**config.mk**
```make
export PLATFORM = sky130hd
export DESIGN_NAME = weight_fifo_drain_control
export DESIGN_NICKNAME = d
export VERILOG_FILES = /design/src/rtl/tpu_ctrl_pkg.sv /design/src/rtl/skew_window_decode.sv /design/src/rtl/weight_fifo_drain_control.sv
export SDC_FILE = /design/constraint.sdc
export NUM_CORES = 1
export LEC_CHECK = 0
export CORE_UTILIZATION = 48
export DETAILED_ROUTE_END_ITERATION = 10
export DONT_BUFFER_PORTS = 1
export SLEW_MARGIN = 10
export SYNTH_ARGS = -nofsm -noshare
export SYNTH_HDL_FRONTEND = slang
export SYNTH_HIERARCHICAL = 1
export SYNTH_SLANG_ARGS = --single-unit
```
**constraint.sdc**
```tcl
create_clock -name clk -period 6.1 [get_ports clk]
set_clock_uncertainty 0.2 [all_clocks]
set_input_delay 1.22 -clock clk [delete_from_list [all_inputs] [get_ports clk]]
set_output_delay 1.22 -clock clk [all_outputs]
set_load 0.02 [all_outputs]
```
**src/rtl/tpu_ctrl_pkg.sv**
```systemverilog
// Shared control-path definitions for the TPU sequencing blocks.
//   drain_state_e        : weight drain FSM states
//   DEFAULT_WIDTH_HEIGHT : default array edge / lane count
//   cnt_width()          : width of a counter spanning one skewed tile (2*WH-1 steps)
package tpu_ctrl_pkg;

    typedef enum logic [1:0] {
        IDLE  = 2'd0,
        DRAIN = 2'd1,
        LOAD  = 2'd2
    } drain_state_e;

    localparam int unsigned DEFAULT_WIDTH_HEIGHT = 16;

    // Counter width able to hold 0 .. 2*wh-1.
    function automatic int unsigned cnt_width(input int unsigned wh);
        return $clog2(2 * wh);
    endfunction

endpackage

```
**src/rtl/skew_window_decode.sv**
```systemverilog
// Diagonal wavefront decode: lane i is wanted while cnt lies in [i, i+WH-1].
// Also used by the activation skew logic.
//   cnt    in  CNT_W  wavefront step
//   active in  1      enables the window (otherwise want = 0)
//   want   out WH     per-lane window membership
module skew_window_decode #(
    parameter int unsigned WIDTH_HEIGHT = 16,
    parameter int unsigned CNT_W        = 5
) (
    input  logic [CNT_W-1:0]        cnt,
    input  logic                    active,
    output logic [WIDTH_HEIGHT-1:0] want
);

    // One extra bit so i+WH-1 never wraps for the top lane.
    localparam int unsigned CMP_W = CNT_W + 1;

    logic [CMP_W-1:0] cnt_ext;

    always_comb begin
        want    = '0;
        cnt_ext = {1'b0, cnt};
        for (int unsigned i = 0; i < WIDTH_HEIGHT; i++) begin
            want[i] = active
                   && (cnt_ext >= CMP_W'(i))
                   && (cnt_ext <= CMP_W'(i + WIDTH_HEIGHT - 1));
        end
    end

endmodule

```
**src/rtl/weight_fifo_drain_control.sv**
```systemverilog
// Drains one full tile from the per-column weight FIFOs into the systolic array,
// popping lane i over a window skewed i cycles from lane 0, then pulses
// weight_load so the PEs latch the shifted weights.
//   clk, reset   : clock, synchronous active-high reset
//   start        : drain one tile (sampled only in IDLE)
//   abort        : synchronous cancel back to IDLE, no done
//   fifo_empty   : per-lane FIFO empty flags
//   fifo_pop     : per-lane pop strobes (combinational)
//   fifo_to_arr  : array shifts the popped weights this cycle (combinational)
//   weight_load  : one-cycle latch pulse
//   busy         : high in DRAIN and LOAD
//   done         : one-cycle pulse with weight_load
module weight_fifo_drain_control
    import tpu_ctrl_pkg::*;
#(
    parameter int unsigned WIDTH_HEIGHT = DEFAULT_WIDTH_HEIGHT
) (
    input  logic                    clk,
    input  logic                    reset,
    input  logic                    start,
    input  logic                    abort,
    input  logic [WIDTH_HEIGHT-1:0] fifo_empty,
    output logic [WIDTH_HEIGHT-1:0] fifo_pop,
    output logic                    fifo_to_arr,
    output logic                    weight_load,
    output logic                    busy,
    output logic                    done
);

    localparam int unsigned CNT_W    = cnt_width(WIDTH_HEIGHT);
    localparam logic [CNT_W-1:0] LAST_CNT = CNT_W'(2 * WIDTH_HEIGHT - 2);

    drain_state_e            state_q, state_d;
    logic [CNT_W-1:0]        cnt_q, cnt_d;
    logic [WIDTH_HEIGHT-1:0] want;
    logic                    stall;
    logic                    advance;

    skew_window_decode #(
        .WIDTH_HEIGHT (WIDTH_HEIGHT),
        .CNT_W        (CNT_W)
    ) u_window (
        .cnt    (cnt_q),
        .active (state_q == DRAIN),
        .want   (want)
    );

    // Any wanted lane that is empty freezes the whole wavefront.
    assign stall   = |(want & fifo_empty);
    assign advance = (state_q == DRAIN) && !stall;

    // State and counter registers.
    always_ff @(posedge clk) begin
        if (reset) begin
            state_q <= IDLE;
            cnt_q   <= '0;
        end else begin
            state_q <= state_d;
            cnt_q   <= cnt_d;
        end
    end

    // Next state, counter and output gating; outputs are forced low during reset.
    always_comb begin
        state_d     = state_q;
        cnt_d       = cnt_q;
        fifo_pop    = '0;
        fifo_to_arr = 1'b0;
        weight_load = 1'b0;
        busy        = 1'b0;
        done        = 1'b0;

        case (state_q)
            IDLE: begin
                if (start) begin
                    state_d = DRAIN;
                    cnt_d   = '0;
                end
            end
            DRAIN: begin
                if (advance) begin
                    cnt_d = cnt_q + CNT_W'(1);
                    if (cnt_q == LAST_CNT) begin
                        state_d = LOAD;
                    end
                end
            end
            LOAD: begin
                state_d = IDLE;
            end
            default: begin
                state_d = IDLE;
                cnt_d   = '0;
            end
        endcase

        if (abort) begin
            state_d = IDLE;
            cnt_d   = '0;
        end

        if (!reset) begin
            fifo_pop    = advance ? want : '0;
            fifo_to_arr = advance;
            busy        = (state_q != IDLE);
            weight_load = (state_q == LOAD);
            done        = (state_q == LOAD);
        end
    end

endmodule
```
==> impl_metrics.json, run 1 <==
{
  "grt_max_degree": 22,
  "p_int_uw": 73.5,
  "ys_types": 39,
  "dp.cells": 148,
  "n_antenna_cell": 0,
  "gp_congestion": 0.722,
  "worstRegToRegCells": 9,
  "setup_tns_ns": 0,
  "rsz0062_at_grt": "no",
  "wl_per_cell_um": 13.1,
  "tightest_slew_ns": 1.19,
  "synth_cells": 130,
  "grt_use_total_pct": 18.1,
  "die_x_um": 47.6,
  "cp_data_required_time_ns": 4.68,
  "via_per_inst": 5.82,
  "syn_nets": 152,
  "hold_violations": 0,
  "worstPathMaxFanout": 17,
  "drt-total-wl_mm": 1.99,
  "p_leak_uw": 0.000413,
  "place_area_sq_um": 960,
  "slew_violations": 0,
  "cts_tree": "built",
  "drcViolationCount": 0,
  "path_class": "register to primary output",
  "drive_gt1_share_pct": 8.80,
  "grt_pass1_vias": 630,
  "initial_utilization_pct": 50.8,
  "grt_overflow_total": 0,
  "min_path_type": "register to register",
  "avgSynthCellArea_sq_um": 7.66,
  "ys_ff_latch": 7,
  "sequentialPowerShare_pct": 48.1,
  "drv_cap": 0,
  "place_hpwl_mm": 1.54,
  "clk_latency_ns": 0.25,
  "combPwrFrac_pct": 10.6,
  "h-tree-depth": 1,
  "crit_path_end_kind": "primary output",
  "vias": 885,
  "timing.fmax_ghz": 0.210,
  "setup_violations": 0,
  "area_growth_pct": -0.879,
  "fp.dieArea_sq_mm": 0.00226,
  "min_period_ns": 4.77,
  "clockPowerShare_pct": 41.3,
  "syn_area_sq_um": 996,
  "finalNetCount": 148,
  "ctsHoldBuffers": 0,
  "final_area_sq_um": 987,
  "finalCritPeriodShare_pct": 78.2,
  "ys_seq_area_share_pct": 14.1,
  "core_sq_mm": 0.00196,
  "detail-route-antenna-nets": 0,
  "drt_iter0_drc": 18,
  "swShare_pct": 25.6,
  "die_y_um": 47.6,
  "slew_headroom_pct": 20.1,
  "synth_warnings": 6,
  "post_cts_buffers": 0,
  "port_buffers": 0,
  "grt_pass1_wl_mm": 2.95,
  "async_flop_share_pct": 0,
  "rows": 16,
  "synth-edff-count": 0,
  "io_pins": 40,
  "numCtsBuffers": 3,
  "first_pass_iters": 4,
  "ir_drop_v": 0.000114,
  "layout.cells.non_filler": 152,
  "cts_buffer_depth": 2,
  "status": "finished clean",
  "min_path_cells": 1,
  "cts_root_buffer": "clkbuf_4",
  "synth_flop_cell": "dfxtp_1",
  "power_density_mw_per_mm2": 100,
  "clock-sinks": 7,
  "cp.arrival_ns": 3.35,
  "critical_path.startpoint_type": "register",
  "switchingPower_uw": 25.3,
  "clk_pin_slew_worst_paths_ns": 0.05,
  "cts_resized": 0,
  "antenna_found_initial": 0
}
through the flow:
stage | power (uW) | hold slack (ns) | utilization [%] | setup WS [ns]
floorplan | 57.6 | 0.303 | - | 2.11
global placement | 58.6 | 0.344 | 48.9 | 1.64
detailed placement | 58.8 | 0.337 | 48.9 | 1.57
CTS | 101 | 0.349 | 50.3 | 1.29
global route | 107 | 0.390 | 50.3 | 0.936
finish | 98.8 | 0.356 | 50.3 | 1.33
cells in the final DEF (no fill, tap or decap), types with 2 or more instances in the layout:
| cell | n |
|---|---|
| xnor2_1 | 7 |
| clkbuf_4 | 3 |
| nor2_1 | 5 |
| ha_1 | 2 |
| o21ai_0 | 4 |
| nand2b_1 | 3 |
| a21o_1 | 2 |
| nand2_1 | 7 |
| inv_1 | 5 |
| a22o_1 | 4 |
| a21oi_1 | 3 |
| nor3_1 | 4 |
| and2_1 | 25 |
| o31ai_1 | 2 |
| and3_1 | 3 |
| mux2i_1 | 6 |
| nand4_1 | 2 |
| o21ai_1 | 3 |
| dfxtp_1 | 7 |
| a221oi_1 | 4 |
| nand3_1 | 6 |
| nor2b_1 | 2 |
| o311ai_0 | 2 |
flip-flops by register name, summed over array words and instances, names as in the netlist:
name,cells
cnt_q,5
state_q,2
worst max-delay path, stage by stage, from the launching register on:
cell and delay [ns]:
dfxtp_1 0.35, inv_1 0.10, nand2_1 0.20, inv_1 0.21, nand2b_1 0.27, mux2i_1 0.15, a22o_1 0.24, a221oi_1 0.32
nand4_2 0.34, nor3_4 0.57, and2_1 0.34
cell usage after synthesis, types with 3 or more instances:
library cell,n,area share (%)
a22o_1,4,3.5
a21oi_1,3,1.5
and3_1,3,1.9
buf_6,3,3.4
inv_1,5,1.9
nor3_1,4,2.0
nand2b_1,3,1.9
and2_1,25,16
nor2_1,5,1.9
o21ai_0,4,2.0
mux2i_1,6,6.0
o21ai_1,3,1.5
nand2_1,7,2.6
dfxtp_1,7,14
buf_4,3,2.3
xnor2_1,7,6.2
a221oi_1,4,3.5
nand3_1,6,3.0
area by class of cell:
class / instances / area [sq um]
Inverter: 5 / 18.8
Sequential cell: 7 / 140
Clock inverter: 1 / 5.00
Fill cell: 210 / 975
Multi-Input combinational cell: 109 / 767
Tap cell: 27 / 33.8
Clock buffer: 3 / 22.5
cells by family (layout without fill, tap and decap cells):
family	Yosys count	in the layout	synth area share [%]
adders and majority gates	2	2	2.51
and+or+nand+nor	63	63	39.2
DFF	7	7	14.1
buffers and inverters	14	9	8.92
muxes	6	6	6.03
AOI/OAI and AO/OA	30	30	22.2
xor gates and xnor gates	8	8	7.04
path summary, 6_finish.rpt:
check / startpoint / endpoint / slack [ns]
hold reg to reg: state_q[0] / state_q[0] / 0.36
setup reg to reg: state_q[1] / cnt_q[4] / 3.17
hold / removal: state_q[0] / state_q[0] / 0.36
setup / recovery: state_q[1] / fifo_pop[10] / 1.33
layer usage:
metal | vias up | track usage, % | part of all wire (%)
li1 | 456 | - | -
met1 | 390 | 30.9 | 53
met2 | 39 | 22.5 | 40
met3 | 0 | 5.66 | 7.6
met4 | 0 | 0 | 0
met5 | - | 0 | 0
power by group through the flow:
stage	logic, uW	registers (uW)	clock network (uW)
finish	10.5	47.5	40.8
global placement	10.2	48.5	0
detailed placement	10.4	48.5	0
global route	11.9	47.6	47.6
CTS	10.4	47.5	43.0
floorplan	10.3	47.4	0
(Power assumes the default switching activity.)
==> run 2: changes to the inputs <==
PLACE_DENSITY = 0.65   (was unset)
clock period = 4.3 ns   (was 6.1 ns; I/O delays follow)
==> impl_metrics.json, run 2 (synthesis results as in run 1) <==
{
  "path_common_cell": "and2_1",
  "place_hpwl_mm": 1.67,
  "grt_pass1_wl_mm": 3.14,
  "ir_drop_v": 0.000179,
  "area_growth_pct": 3.52,
  "grt_use_total_pct": 19.3,
  "cp.arrival_ns": 2.98,
  "gp_congestion": 0.899,
  "vias": 897,
  "rows": 16,
  "min_period_ns": 4.04,
  "drv_cap": 0,
  "path_class": "register to primary output",
  "critical_path.startpoint_type": "register",
  "drcViolationCount": 0,
  "port_buffers": 0,
  "top_register": "cnt_q",
  "drt_iter0_drc": 16,
  "setup_violations": 0,
  "timing.fmax_ghz": 0.248,
  "fin_total_pwr_uw": 141,
  "drt-total-wl_mm": 2.11,
  "clk_pin_slew_worst_paths_ns": 0.05,
  "n_antenna_cell": 0,
  "top_regs": "cnt_q (5), state_q (2)",
  "initial_utilization_pct": 50.8,
  "detail-route-antenna-nets": 0,
  "io_pins": 40,
  "dp.cells": 152,
  "status": "finished clean",
  "cts_resized": 0,
  "crit_family": "simple AND/OR/NAND/NOR gates",
  "cp_cell_sequence": "o21ai_1, xnor2_1, and2_1, a22o_1, a221oi_1, nand4_2, nor3_4, buf_4, and2_1",
  "die_y_um": 47.6,
  "first_pass_iters": 4,
  "via_per_inst": 5.68,
  "final_cell_mix": "25 x and2_1, 7 x nand2_1, 7 x dfxtp_1, 7 x xnor2_1",
  "hold_violations": 0,
  "layout.cells.non_filler": 158,
  "cts_root_buffer": "clkbuf_4",
  "cp_data_required_time_ns": 3.24,
  "crit_buf_inv": 1,
  "crit_slowest_cell": "dfxtp_1",
  "die_x_um": 47.6,
  "clk_latency_ns": 0.24,
  "h-tree-depth": 1,
  "finalCritPeriodShare_pct": 93.8,
  "tightest_slew_ns": 0.798,
  "min_path_type": "register to register",
  "finalNetCount": 154,
  "slew_headroom_pct": 46.7,
  "ctsHoldBuffers": 0,
  "cts_tree": "built",
  "largest_reg_flops": 5,
  "fp.dieArea_sq_mm": 0.00226,
  "p_leak_uw": 0.000441,
  "antenna_found_initial": 0,
  "drive_gt1_share_pct": 12.2,
  "power_density_mw_per_mm2": 136,
  "crit_path_end_kind": "primary output",
  "slowest_delay_ns": 0.83,
  "slew_violations": 0,
  "wl_per_cell_um": 13.4,
  "final_common_cell": "and2_1",
  "final_core_util_pct": 52.6,
  "worstPathMaxFanout": 21,
  "core_sq_mm": 0.00196,
  "cts_buffer_depth": 2,
  "numCtsBuffers": 3,
  "clock-sinks": 7,
  "grt_max_degree": 22,
  "grt_overflow_total": 0,
  "grt_pass1_vias": 697
}
==> run 2: layout make-up <==
type	count	area, sq um
Tap cell	27	33.8
Fill cell	194	931
Multi-Input combinational cell	109	767
Timing Repair Buffer	6	45.0
Inverter	5	18.8
Sequential cell	7	140
Clock buffer	4	26.3
==> run 2: final timing paths <==
path / slack, ns / to / startpoint / depth (start not counted)
max: 0.26 / fifo_pop[6] / cnt_q[3] / 9
min: 0.38 / state_q[0] / state_q[0] / 1
max reg2reg: 1.28 / cnt_q[4] / cnt_q[3] / 8
min reg2reg: 0.38 / state_q[0] / state_q[0] / 1
==> run 2: repair_timing <==
action,4_1_cts,5_1_grt
setup endpoints to repair,0,17
hold endpoints to repair,0,0
buffers inserted,0,2
==> run 2: power by group <==
group	internal (uW)	switching, uW	leakage, uW	total, uW
clock network	35.3	21.9	0.0000150	57.2
registers	65.7	1.85	0.0000566	67.6
logic	5.86	10.1	0.000370	15.9
==> run 2: metrics by stage <==
step	setup WS, ns	hold slack, ns	cell area [sq um]	setup TNS [ns]
global route	-0.00459	0.436	1030	-0.00906
finish	0.265	0.380	1030	0
global placement	0.424	0.347	990	0
floorplan	0.845	0.303	996	0
detailed placement	0.326	0.362	990	0
CTS	0.0457	0.373	1020	0
==> run 2: routing by layer <==
metal | part of all wire (%) | vias up | track usage, %
met5 | 0 | - | 0
met4 | 0.66 | 0 | 7.22
met3 | 6.8 | 2 | 1.13
met2 | 41 | 42 | 28.5
met1 | 51 | 380 | 29.4
li1 | - | 473 | -
==> run 3: changes to the inputs <==
CORE_UTILIZATION = 55   (was 48)
PLACE_DENSITY = 0.73   (was 0.65)
==> impl_metrics.json, run 3 (synthesis results as in run 1) <==
{
  "final_common_cell": "and2_1",
  "cp_cell_sequence": "a21oi_1, xnor2_1, and2_1, a22o_1, a221oi_1, nand4_2, nor3_4, and2_1",
  "timing.fmax_ghz": 0.247,
  "fp.dieArea_sq_mm": 0.00199,
  "cts_root_buffer": "clkbuf_4",
  "regToRegEndpoint": "cnt_q[4]",
  "hold_end": "state_q[0]",
  "clk_pin_slew_worst_paths_ns": 0.05,
  "p_int_uw": 107,
  "switchingPower_uw": 36.5,
  "cts_tree": "built",
  "worstRegToRegCells": 8,
  "via_per_inst": 5.98,
  "p_leak_uw": 0.000439,
  "core_sq_mm": 0.00171,
  "layout.cells.non_filler": 156,
  "finalNetCount": 154,
  "grt_use_total_pct": 21.1,
  "clockPowerShare_pct": 41.3,
  "setup_violations": 0,
  "min_path_cells": 1,
  "place_hpwl_mm": 1.60,
  "area_growth_pct": 4.40,
  "grt_pass1_wl_mm": 3.13,
  "first_pass_iters": 4,
  "top_regs": "cnt_q (5), state_q (2)",
  "clk_latency_ns": 0.25,
  "grt_max_degree": 22,
  "swShare_pct": 25.5,
  "drcViolationCount": 0,
  "cp_data_required_time_ns": 3.24,
  "drt-total-wl_mm": 2.19,
  "r2r_slack_ns": 1.30,
  "crit_family": "simple AND/OR/NAND/NOR gates",
  "path_common_cell": "and2_1",
  "worstPathMaxFanout": 20,
  "finalCritPeriodShare_pct": 94.3,
  "slew_headroom_pct": 49.1,
  "grt_pass1_vias": 702,
  "final_core_util_pct": 60.9,
  "largest_reg_flops": 5,
  "reg2reg_from": "cnt_q[2]",
  "status": "finished clean",
  "drv_cap": 0,
  "fin_total_pwr_uw": 143,
  "gp_congestion": 0.786,
  "cts_buffer_depth": 2,
  "wl_per_cell_um": 14.0,
  "slew_violations": 0,
  "min_period_ns": 4.06,
  "combPwrFrac_pct": 11.6,
  "n_antenna_cell": 0,
  "sequentialPowerShare_pct": 47.1,
  "cp.arrival_ns": 3.00,
  "top_register": "cnt_q",
  "rsz0062_at_grt": "no",
  "die_x_um": 44.6,
  "clock-sinks": 7,
  "h-tree-depth": 1,
  "critical_path.startpoint_type": "register",
  "numCtsBuffers": 3,
  "hold_violations": 0,
  "drive_gt1_share_pct": 13.0,
  "power_density_mw_per_mm2": 138,
  "vias": 933,
  "ctsHoldBuffers": 0,
  "tightest_slew_ns": 0.762,
  "final_cell_mix": "25 x and2_1, 7 x dfxtp_1, 7 x xnor2_1",
  "io_pins": 40,
  "crit_path_end_kind": "primary output",
  "ir_drop_v": 0.000197,
  "drt_iter0_drc": 14,
  "setup_tns_ns": 0,
  "initial_utilization_pct": 58.3,
  "antenna_found_initial": 0,
  "port_buffers": 0,
  "grt_overflow_total": 0,
  "rows": 15,
  "min_path_type": "register to register",
  "path_class": "register to primary output",
  "die_y_um": 44.6,
  "crit_slowest_cell": "dfxtp_1",
  "hp-start": "state_q[0]",
  "slowest_delay_ns": 0.79,
  "dp.cells": 150,
  "detail-route-antenna-nets": 0,
  "fillers": 158,
  "crit_buf_inv": 0
}
## run 3: cell count changes in the layout (fill, tap and decap cells not counted), sizes merged
cell	change
buf	-1
nor3	+1
## run 3: repair_timing
item                       CTS  global route
setup endpoints to repair    0            17
buffers inserted             0             1
gates resized for setup      0             2
## run 3: worst max-delay path by stage
stage               cells past startpoint      from           end  slack (ns)
floorplan                              10  cnt_q[3]  fifo_pop[10]        0.85
global placement                        8  cnt_q[3]  fifo_pop[12]        0.47
detailed placement                      8  cnt_q[2]   fifo_pop[2]        0.40
CTS                                     8  cnt_q[2]   fifo_pop[0]        0.13
global route                            8  cnt_q[2]  fifo_pop[11]        0.05
finish                                  8  cnt_q[2]   fifo_pop[0]        0.24
## run 3: layer usage
| metal | GRT usage, % | routed length (um) | vias up |
|---|---|---|---|
| met1 | 31.9 | 1070 | 422 |
| met3 | 4.90 | 143 | 0 |
| met5 | 0 | 0 | - |
| met2 | 31.5 | 980 | 42 |
| met4 | 1.82 | 0 | 0 |
| li1 | - | - | 469 |
## run 3: cell type report
| class | instances | area [sq um] | share of cell area (%) |
|---|---|---|---|
| Sequential cell | 7 | 140 | 13.5 |
| Inverter | 5 | 18.8 | 1.81 |
| Clock buffer | 4 | 26.3 | 2.53 |
| Timing Repair Buffer | 5 | 37.5 | 3.61 |
| Tap cell | 25 | 31.3 | 3.01 |
| Multi-Input combinational cell | 110 | 786 | 75.6 |
## run 3: through the flow
step	hold WS, ns	area [sq um]	worst slack [ns]
3_5_place_dp	0.354	987	0.400
2_1_floorplan	0.303	996	0.845
6_report	0.385	1040	0.244
4_1_cts	0.364	1010	0.129
3_3_place_gp	0.337	987	0.471
5_1_grt	0.446	1040	0.0513
## run 3: worst register-to-register path, delay by kind of cell (launching register included)
family | cells | cell delay [ns]
buffers and inverters | 1 | 0.24
xor gates and xnor gates | 1 | 0.17
and+or+nand+nor | 2 | 0.44
AOI/OAI and AO/OA | 4 | 1.04
DFF | 1 | 0.79
## run 3: power groups by stage
stage | clock, uW | sequential [uW] | combinational (uW)
6_report | 59.3 | 67.6 | 16.6
5_1_grt | 65.8 | 67.8 | 18.9
4_1_cts | 61.6 | 67.4 | 14.9
3_5_place_dp | 0 | 68.8 | 14.8
3_3_place_gp | 0 | 68.7 | 14.5
2_1_floorplan | 0 | 67.2 | 14.6
